`src/rtl/uart_tx_control_unit.sv`:
```
// Control FSM for the UART transmit path: sequences load/shift strobes and the
// serial output mux select through one start/data/stop frame per request.
module uart_tx_control_unit #(
  parameter int CLKS_PER_BIT = 16,
  parameter int DATA_BITS    = 8,
  parameter int CNT_WIDTH    = 8
) (
  input  logic       i_clock,
  input  logic       i_resetL,
  input  logic       i_tx_start,
  output logic       o_tx_busy,
  output logic       o_load,
  output logic       o_shift,
  output logic [1:0] o_tx_sel,
  output logic       o_tx_done
);

  typedef enum logic [1:0] {IDLE, START, DATA, STOP} state_t;

  localparam logic [CNT_WIDTH-1:0] BAUD_LAST = CNT_WIDTH'(CLKS_PER_BIT - 1);
  localparam logic [3:0]           BIT_LAST  = 4'(DATA_BITS - 1);

  state_t               state_q, state_d;
  logic [CNT_WIDTH-1:0] baud_q, baud_d;
  logic [3:0]           bit_q, bit_d;
  logic                 busy_q, busy_d;
  logic                 load_q, load_d;
  logic                 shift_q, shift_d;
  logic [1:0]           sel_q, sel_d;
  logic                 done_q, done_d;
  logic                 bit_end;

  assign bit_end = (baud_q == BAUD_LAST);

  always_comb begin
    state_d = state_q;
    baud_d  = baud_q;
    bit_d   = bit_q;
    case (state_q)
      IDLE: begin
        baud_d = '0;
        bit_d  = '0;
        if (i_tx_start) state_d = START;
      end
      START: begin
        if (bit_end) begin
          baud_d  = '0;
          bit_d   = '0;
          state_d = DATA;
        end else baud_d = baud_q + CNT_WIDTH'(1);
      end
      DATA: begin
        if (bit_end) begin
          baud_d = '0;
          if (bit_q == BIT_LAST) state_d = STOP;
          else                   bit_d   = bit_q + 4'd1;
        end else baud_d = baud_q + CNT_WIDTH'(1);
      end
      STOP: begin
        if (bit_end) begin
          baud_d  = '0;
          state_d = IDLE;
        end else baud_d = baud_q + CNT_WIDTH'(1);
      end
      default: state_d = IDLE;
    endcase
  end

  // Outputs are derived from the next state so the registered copies line up
  // with the state they describe, with no input-to-output combinational path.
  always_comb begin
    busy_d  = (state_d != IDLE);
    load_d  = (state_q == IDLE) && (state_d == START);
    shift_d = (state_d == DATA) && (baud_d == BAUD_LAST);
    done_d  = (state_q == STOP) && (state_d == IDLE);
    case (state_d)
      START:   sel_d = 2'b01;
      DATA:    sel_d = 2'b10;
      STOP:    sel_d = 2'b11;
      default: sel_d = 2'b00;
    endcase
  end

  always_ff @(posedge i_clock or negedge i_resetL) begin
    if (!i_resetL) begin
      state_q <= IDLE;
      baud_q  <= '0;
      bit_q   <= '0;
      busy_q  <= 1'b0;
      load_q  <= 1'b0;
      shift_q <= 1'b0;
      sel_q   <= 2'b00;
      done_q  <= 1'b0;
    end else begin
      state_q <= state_d;
      baud_q  <= baud_d;
      bit_q   <= bit_d;
      busy_q  <= busy_d;
      load_q  <= load_d;
      shift_q <= shift_d;
      sel_q   <= sel_d;
      done_q  <= done_d;
    end
  end

  assign o_tx_busy = busy_q;
  assign o_load    = load_q;
  assign o_shift   = shift_q;
  assign o_tx_sel  = sel_q;
  assign o_tx_done = done_q;

endmodule

```
`config.mk`:
```
export PLATFORM = sky130hd
export DESIGN_NAME = uart_tx_control_unit
export DESIGN_NICKNAME = d
export VERILOG_FILES = /design/src/rtl/uart_tx_control_unit.sv
export SDC_FILE = /design/constraint.sdc
export NUM_CORES = 1
export LEC_CHECK = 0
export ABC_AREA = 0
export CORE_AREA = 3 3 48 61
export DETAILED_ROUTE_END_ITERATION = 7
export DIE_AREA = 0 0 51 64
export GPL_TIMING_DRIVEN = 0
export HOLD_SLACK_MARGIN = 0.12
export PLACE_DENSITY = 0.65
export REMOVE_ABC_BUFFERS = 1
export SKIP_CTS_REPAIR_TIMING = 1
export SLEW_MARGIN = 20
export SYNTH_ARGS = -nofsm -noshare
export SYNTH_HDL_FRONTEND = slang
export SYNTH_SLANG_ARGS = --single-unit
```
`constraint.sdc`:
```
create_clock -name i_clock -period 2 [get_ports i_clock]
set_clock_uncertainty 0.15 [all_clocks]
set_input_delay 0.2 -clock i_clock [delete_from_list [all_inputs] [get_ports i_clock]]
set_output_delay 0.2 -clock i_clock [all_outputs]
set_load 0.02 [all_outputs]
```
==> run metrics, run 1 <==
status finished clean; clk root buf clkbuf_4; Final WS setup roughly 0.067 ns; antenna violations before repair 0; Setup Crit Path Kind reg2reg; Mean Syn Cell Area around 11 um^2; Max Transition Viols Final 0; CP top delay family simple AND/OR/NAND/NOR gates; Core Region 2430 um^2; CTS max path bufs 2; port buffer count 8; fin util slightly below 50%; Clk pin slew, worst setup/hold paths approximately 0.11 ns; DR pass1 iterations 4; reg2reg path depth 5; met2 wire length 989 um; R2R setup slack ~0.067 ns; vias in the first global route between 600 and 700; Worst Hold Class in2async; total power roughly 740 uW; Lkg Pwr roughly 0.00052 uW; uppermost layer routed met4; Sink Count 20; worst r2r src baud_q[6]$_DFF_PN0_; Reg-to-Reg End o_shift$_DFF_PN0_; Max Cap Violations 0; pre-CTS setup slack -0.00665 ns; Met1 Wirelength 766 um; TritonCTS clock tree done; Cells after DPL between 100 and 150; Chip Height approximately 64 um; CP arrival 2.00 ns; Iteration-0 DRC Markers 11; Mapped Cells slightly above 90; Yosys warnings 0; actual slew at the worst max-slew pin 0.860 ns; count of final setup violators 0; row count 20; largest net degree at the start of global routing 21; Yosys reg bits 20; GR Util All Layers between 10% and 20%; largest area contributor in the netlist dfrtp_1; critical-path cell list nor4_4, nand3_2, o22ai_1, o2111ai_1, nor4b_2; die footprint around 3300 um^2; synthesis-to-layout area growth 23.1%; Crit. End Element flop; via count just over 700; Vias/cell slightly above 5; Cell variety after synth 33; WL final 1830 um; Final Net Count around 110; gpl congestion 0.802; WL met3 about 40 um; clk_lat worst skew ~0.3 ns; CTS buffer count 3; sequential area share after synthesis between 50% and 60%; io pins 9; Layout Cells excl Fill about 140; die width ~50 um; maximum vdd drop 0.460 mV; synth top area cells dfrtp_1 (52%), nand2_1 (3.1%), nor2_1 (3.1%), xnor2_1 (2.7%), xor2_1 (2.7%); top cell type's share of synthesized area 51.8%; total grt overflow 0; starting density of the core 39.8%; antenna-violating nets left 0; DP Area about 1100 um^2; peak per-stage delay on the critical path 0.47 ns; CP max-delay cell dfrtp_1; synthesized area roughly 970 um^2; post-DP HPWL ~1300 um; WP buf/inv 0; Final Hold Fails 0; drt drc 0; Wirelength per Cell 13.2 um; Crit path required time approximately 2.1 ns; FMAX 0.517 GHz; post-route cell area roughly 1200 um^2; Tcrit/Tclk final between 90% and 100%; Power Dens Cells around 620 nW/um^2; slew margin rel. between 40% and 50%; Worst Path Max Fanout 4; H-tree Lvls 1; layout cells sized above 1 22.6%; first-pass GRT wire length 2920 um; Critical Path Source Type flop; Final Critical Period a little under 2 ns; n_diodes 0
## worst reg2reg max path, delay by kind of cell, from the launching register on
kind / cells / cell delay, ns
AO/OA/AOI/OAI: 2 / 0.41
AND/OR/NAND/NOR: 3 / 0.83
flip-flops: 1 / 0.47
## layout make-up
type,count,area (um^2)
fill,234,1240
sequential,20,504
multi-input combinational,65,462
timing repair buffer,12,110
tap,33,41.3
clock inverter,1,30.0
clock buffer,3,22.5
inverter,5,18.8
## cells in the final DEF (no fill, tap or decap), types with 2 or more instances in the layout
master,count
nor3_1,5
nor2_1,8
xor2_1,3
nor4_4,2
and3_1,2
nand3_1,2
xnor2_1,3
buf_4,4
a21oi_1,3
clkdlybuf4s50_1,8
dfrtp_1,17
nand4_1,2
nand2_1,8
nand3_2,2
inv_1,5
dfrtp_2,3
clkbuf_4,3
and2_1,2
o21ai_1,5
## through the flow
step	hold slack, ns	TNS, ns
after floorplan	-0.246	0
after global placement	0.323	-0.00569
after detailed placement	0.347	-0.00665
after CTS	0.260	-0.0279
after global routing	0.284	-0.0265
final	0.226	0
## sequential cells by signal, indices dropped and copies added, names as in the netlist
| signal | flops |
|---|---|
| state_q | 2 |
| o_load | 1 |
| o_shift | 1 |
| o_tx_sel | 2 |
| bit_q | 4 |
| o_tx_done | 1 |
| baud_q | 8 |
| o_tx_busy | 1 |
## power by group
group / switching (uW) / leakage [uW] / internal (uW)
clock: 124 / 0.0000279 / 203
sequential: 0 / 0.000251 / 404
combinational: 7.74 / 0.000242 / 3.45
total: 132 / 0.000521 / 610
## logic make-up (layout without fill, tap and decap cells)
logic type,after synthesis,after routing,synth area share (%)
adder cells (fa/ha/maj),2,2,2.59
AO/OA/AOI/OAI,15,15,9.59
buffers and inverters,6,21,3.11
flip-flops,20,20,51.8
XOR/XNOR,6,6,5.44
AND/OR/NAND/NOR,41,41,26.4
multiplexers,1,1,1.04
## per-layer routing
metal / up-vias / GRT usage, %
li1: 355 / -
met1: 352 / 15.4
met2: 10 / 17.9
met3: 5 / 2.10
met4: 0 / 6.40
met5: - / 0
## Yosys cell counts (all sizes together)
master and instances:
a21oi 4, a31oi 1, and2 2, and2b 1, and3 2, and4 1
buf 1, dfrtp 20, ha 2, inv 5, mux2i 1, nand2 8
nand3 4, nand3b 1, nand4 2, nor2 10, nor3 5, nor4 2
nor4b 1, o2111ai 1, o211a 1, o21ai 6, o22ai 1, o31ai 1
or3b 1, or4 1, xnor2 3, xor2 3
## how the worst max path moves through the flow
| stage | depth (start not counted) | startpoint | slack, ns | endpoint |
|---|---|---|---|---|
| CTS | 5 | baud_q[4]$_DFF_PN0_ | -0.03 | o_shift$_DFF_PN0_ |
| global placement | 5 | baud_q[4]$_DFF_PN0_ | -0.006 | o_shift$_DFF_PN0_ |
| global route | 5 | baud_q[6]$_DFF_PN0_ | -0.03 | o_shift$_DFF_PN0_ |
| finish | 5 | baud_q[6]$_DFF_PN0_ | 0.07 | o_shift$_DFF_PN0_ |
| detailed placement | 5 | baud_q[4]$_DFF_PN0_ | -0.007 | o_shift$_DFF_PN0_ |
| floorplan | 5 | baud_q[4]$_DFF_PN0_ | 0.18 | bit_q[2]$_DFFE_PN0P_ |
(Power assumes the default switching activity.)
==> run 2, diff against run 1 <==
--- a/config.mk
+++ b/config.mk
@@ -6,12 +6,12 @@
 export NUM_CORES = 1
 export LEC_CHECK = 0
 export ABC_AREA = 0
-export CORE_AREA = 3 3 48 61
+export CORE_AREA = 3 3 49 51
 export DETAILED_ROUTE_END_ITERATION = 7
-export DIE_AREA = 0 0 51 64
+export DIE_AREA = 0 0 52 54
 export GPL_TIMING_DRIVEN = 0
 export HOLD_SLACK_MARGIN = 0.12
-export PLACE_DENSITY = 0.65
+export PLACE_DENSITY = 0.77
 export REMOVE_ABC_BUFFERS = 1
 export SKIP_CTS_REPAIR_TIMING = 1
 export SLEW_MARGIN = 20
==> constraint.sdc (replaced) <==
create_clock -name i_clock -period 1.7 [get_ports i_clock]
set_clock_uncertainty 0.15 [all_clocks]
set_input_delay 0.17 -clock i_clock [delete_from_list [all_inputs] [get_ports i_clock]]
set_output_delay 0.17 -clock i_clock [all_outputs]
set_load 0.02 [all_outputs]
==> run 2 against run 1 <==
  * The run now ends with negative setup slack left
  * Via count is 2.2% higher
  * Global-route usage is 3.7 points higher
  * Final cell count is 4.3% lower
  * Flip-flop and latch count stayed put
  * Die area is 14% lower
  * Largest power group unchanged
  * First-iteration DRC count is 55% higher
  * Sequential power is 18% higher
==> run metrics, run 2 (same netlist as run 1, synthesis figures left out) <==
Iteration-0 DRC Markers 17 (was 11); antenna-violating nets left 0 (unchanged); Clk pin slew, worst setup/hold paths 0.11 ns (about the same); Max Cap Violations 0 (unchanged); fin util 59.9% (was 49.0%); unrepaired setup endpoints after global routing true; H-tree Lvls 1 (unchanged); critical-path cell list or4_4, nor2_4, and3_1, mux2i_1, a21oi_2 (was nor4_4, nand3_2, o22ai_1, o2111ai_1, nor4b_2); count of final setup violators 7 (was 0); Lkg Pwr 0.000517 uW (was 0.000521 uW); synthesis-to-layout area growth 22.9% (was 23.1%); status finished, violations left (was finished clean); TritonCTS clock tree done (unchanged); die width 52 um (was 51 um); Final Net Count 112 (unchanged); Setup Crit Path Kind reg2reg (unchanged); Core Region 1980 um^2 (was 2430 um^2); FMAX 0.524 GHz (was 0.517 GHz); largest net degree at the start of global routing 21 (unchanged); biggest regs baud_q: 8 flops, bit_q: 4 flops (unchanged); n_diodes 0 (unchanged); CTS max path bufs 2 (unchanged); via count 738 (was 722); Chip Height 54 um (was 64 um); Tcrit/Tclk final 112% (was 96.7%); CP arrival 1.96 ns (was 2.00 ns); CTS buffer count 3 (unchanged); R2R setup slack -0.21 ns (was 0.07 ns); DR pass1 iterations 4 (unchanged); layout cells sized above 1 24.5% (was 22.6%); total grt overflow 0 (unchanged); Critical Path Source Type flop (unchanged); io pins 9 (unchanged); post-DP HPWL 1290 um (was 1260 um); port buffer count 8 (unchanged); commonest non-fill, non-tap cells in the layout dfrtp_1 (17), nand2_1 (8), nor2_1 (8), clkdlybuf4s50_1 (8) (unchanged); Crit path required time 1.75 ns (was 2.07 ns); maximum vdd drop 0.381 mV (was 0.460 mV); die footprint 2810 um^2 (was 3260 um^2); Worst Hold Class in2async (unchanged); Sink Count 20 (unchanged); Biggest register baud_q (unchanged); GR Util All Layers 15.4% (was 11.7%); clk_lat worst skew 0.31 ns (was 0.30 ns); WL final 1880 um (was 1830 um); CP max-delay cell or4_4 (was dfrtp_1); Final WS setup -0.210 ns (was 0.0667 ns); commonest non-fill, non-tap cell in the layout dfrtp_1 (unchanged); drt drc 0 (unchanged); row count 16 (was 20); antenna violations before repair 0 (unchanged); gpl congestion 0.813 (was 0.802); Power Dens Cells 647 nW/um^2 (was 624 nW/um^2); Worst Path Max Fanout 7 (was 4); Vias/cell 5.55 (was 5.19); Final Critical Period 1.91 ns (was 1.93 ns); first-pass GRT wire length 3050 um (was 2920 um); starting density of the core 48.7% (was 39.8%); slew margin rel. 42.7% (was 42.5%); peak per-stage delay on the critical path 0.61 ns (was 0.47 ns); number of flip-flops under the largest register name 8 (unchanged); total power 769 uW (was 742 uW); pre-CTS setup slack -0.301 ns (was -0.00665 ns); actual slew at the worst max-slew pin 0.856 ns (was 0.860 ns); Wirelength per Cell 14.1 um (was 13.2 um); vias in the first global route 719 (was 673); Crit. End Element flop (unchanged); Final Hold Fails 0 (unchanged); setup TNS -1.02 ns (was 0 ns); clk root buf clkbuf_4 (unchanged); DP Area 1070 um^2 (was 1080 um^2); failing checks negative setup slack; Max Transition Viols Final 0 (unchanged); post-route cell area 1190 um^2 (about the same)
==> run 2: area by class of cell <==
cell class	count	area, um^2
inverters	5	18.8
flip-flops and latches	20	504
repair buffers	12	110
clock buffers	4	36.3
multi-input cells	65	484
fillers	149	795
well taps	27	33.8
==> run 2: report_power, final <==
part,internal (uW),total [uW],switching (uW)
Sequential,475,475,0
Clock,131,280,149
Combinational,4.06,13.1,9.06
==> run 2: worst paths after layout <==
check                           depth (start not counted)                   end            startpoint
worst max-delay path                                    5  bit_q[2]$_DFFE_PN0P_   baud_q[4]$_DFF_PN0_
worst min-delay path                                    1   baud_q[3]$_DFF_PN0_              i_resetL
worst max register to register                          5  bit_q[2]$_DFFE_PN0P_   baud_q[4]$_DFF_PN0_
worst min register to register                          1  bit_q[0]$_DFFE_PN0P_  bit_q[0]$_DFFE_PN0P_
max in group asynchronous                               1  state_q[1]$_DFF_PN0_              i_resetL
min in group i_clock                                    2      o_load$_DFF_PN0_            i_tx_start
==> run 2: through the flow <==
step / hold slack (ns) / instances
final: 0.187 / 133
after global routing: 0.269 / 133
after CTS: 0.219 / 129
after detailed placement: 0.343 / 125
after global placement: 0.332 / 125
after floorplan: -0.276 / 90
==> run 2: worst max-delay path, delay by kind of cell (launching register included) <==
family | cells | cell delay (ns)
simple gates | 3 | 0.91
flops | 1 | 0.48
mux | 1 | 0.21
compound gates | 1 | 0.05
==> run 2: layer usage <==
metal | GRT usage (%) | up-vias | share of wire (%)
met5 | 0 | - | 0
met4 | 12.7 | 0 | 3.6
met3 | 4.99 | 7 | 3.8
met2 | 24.9 | 13 | 51
met1 | 16.4 | 365 | 42
li1 | - | 353 | -
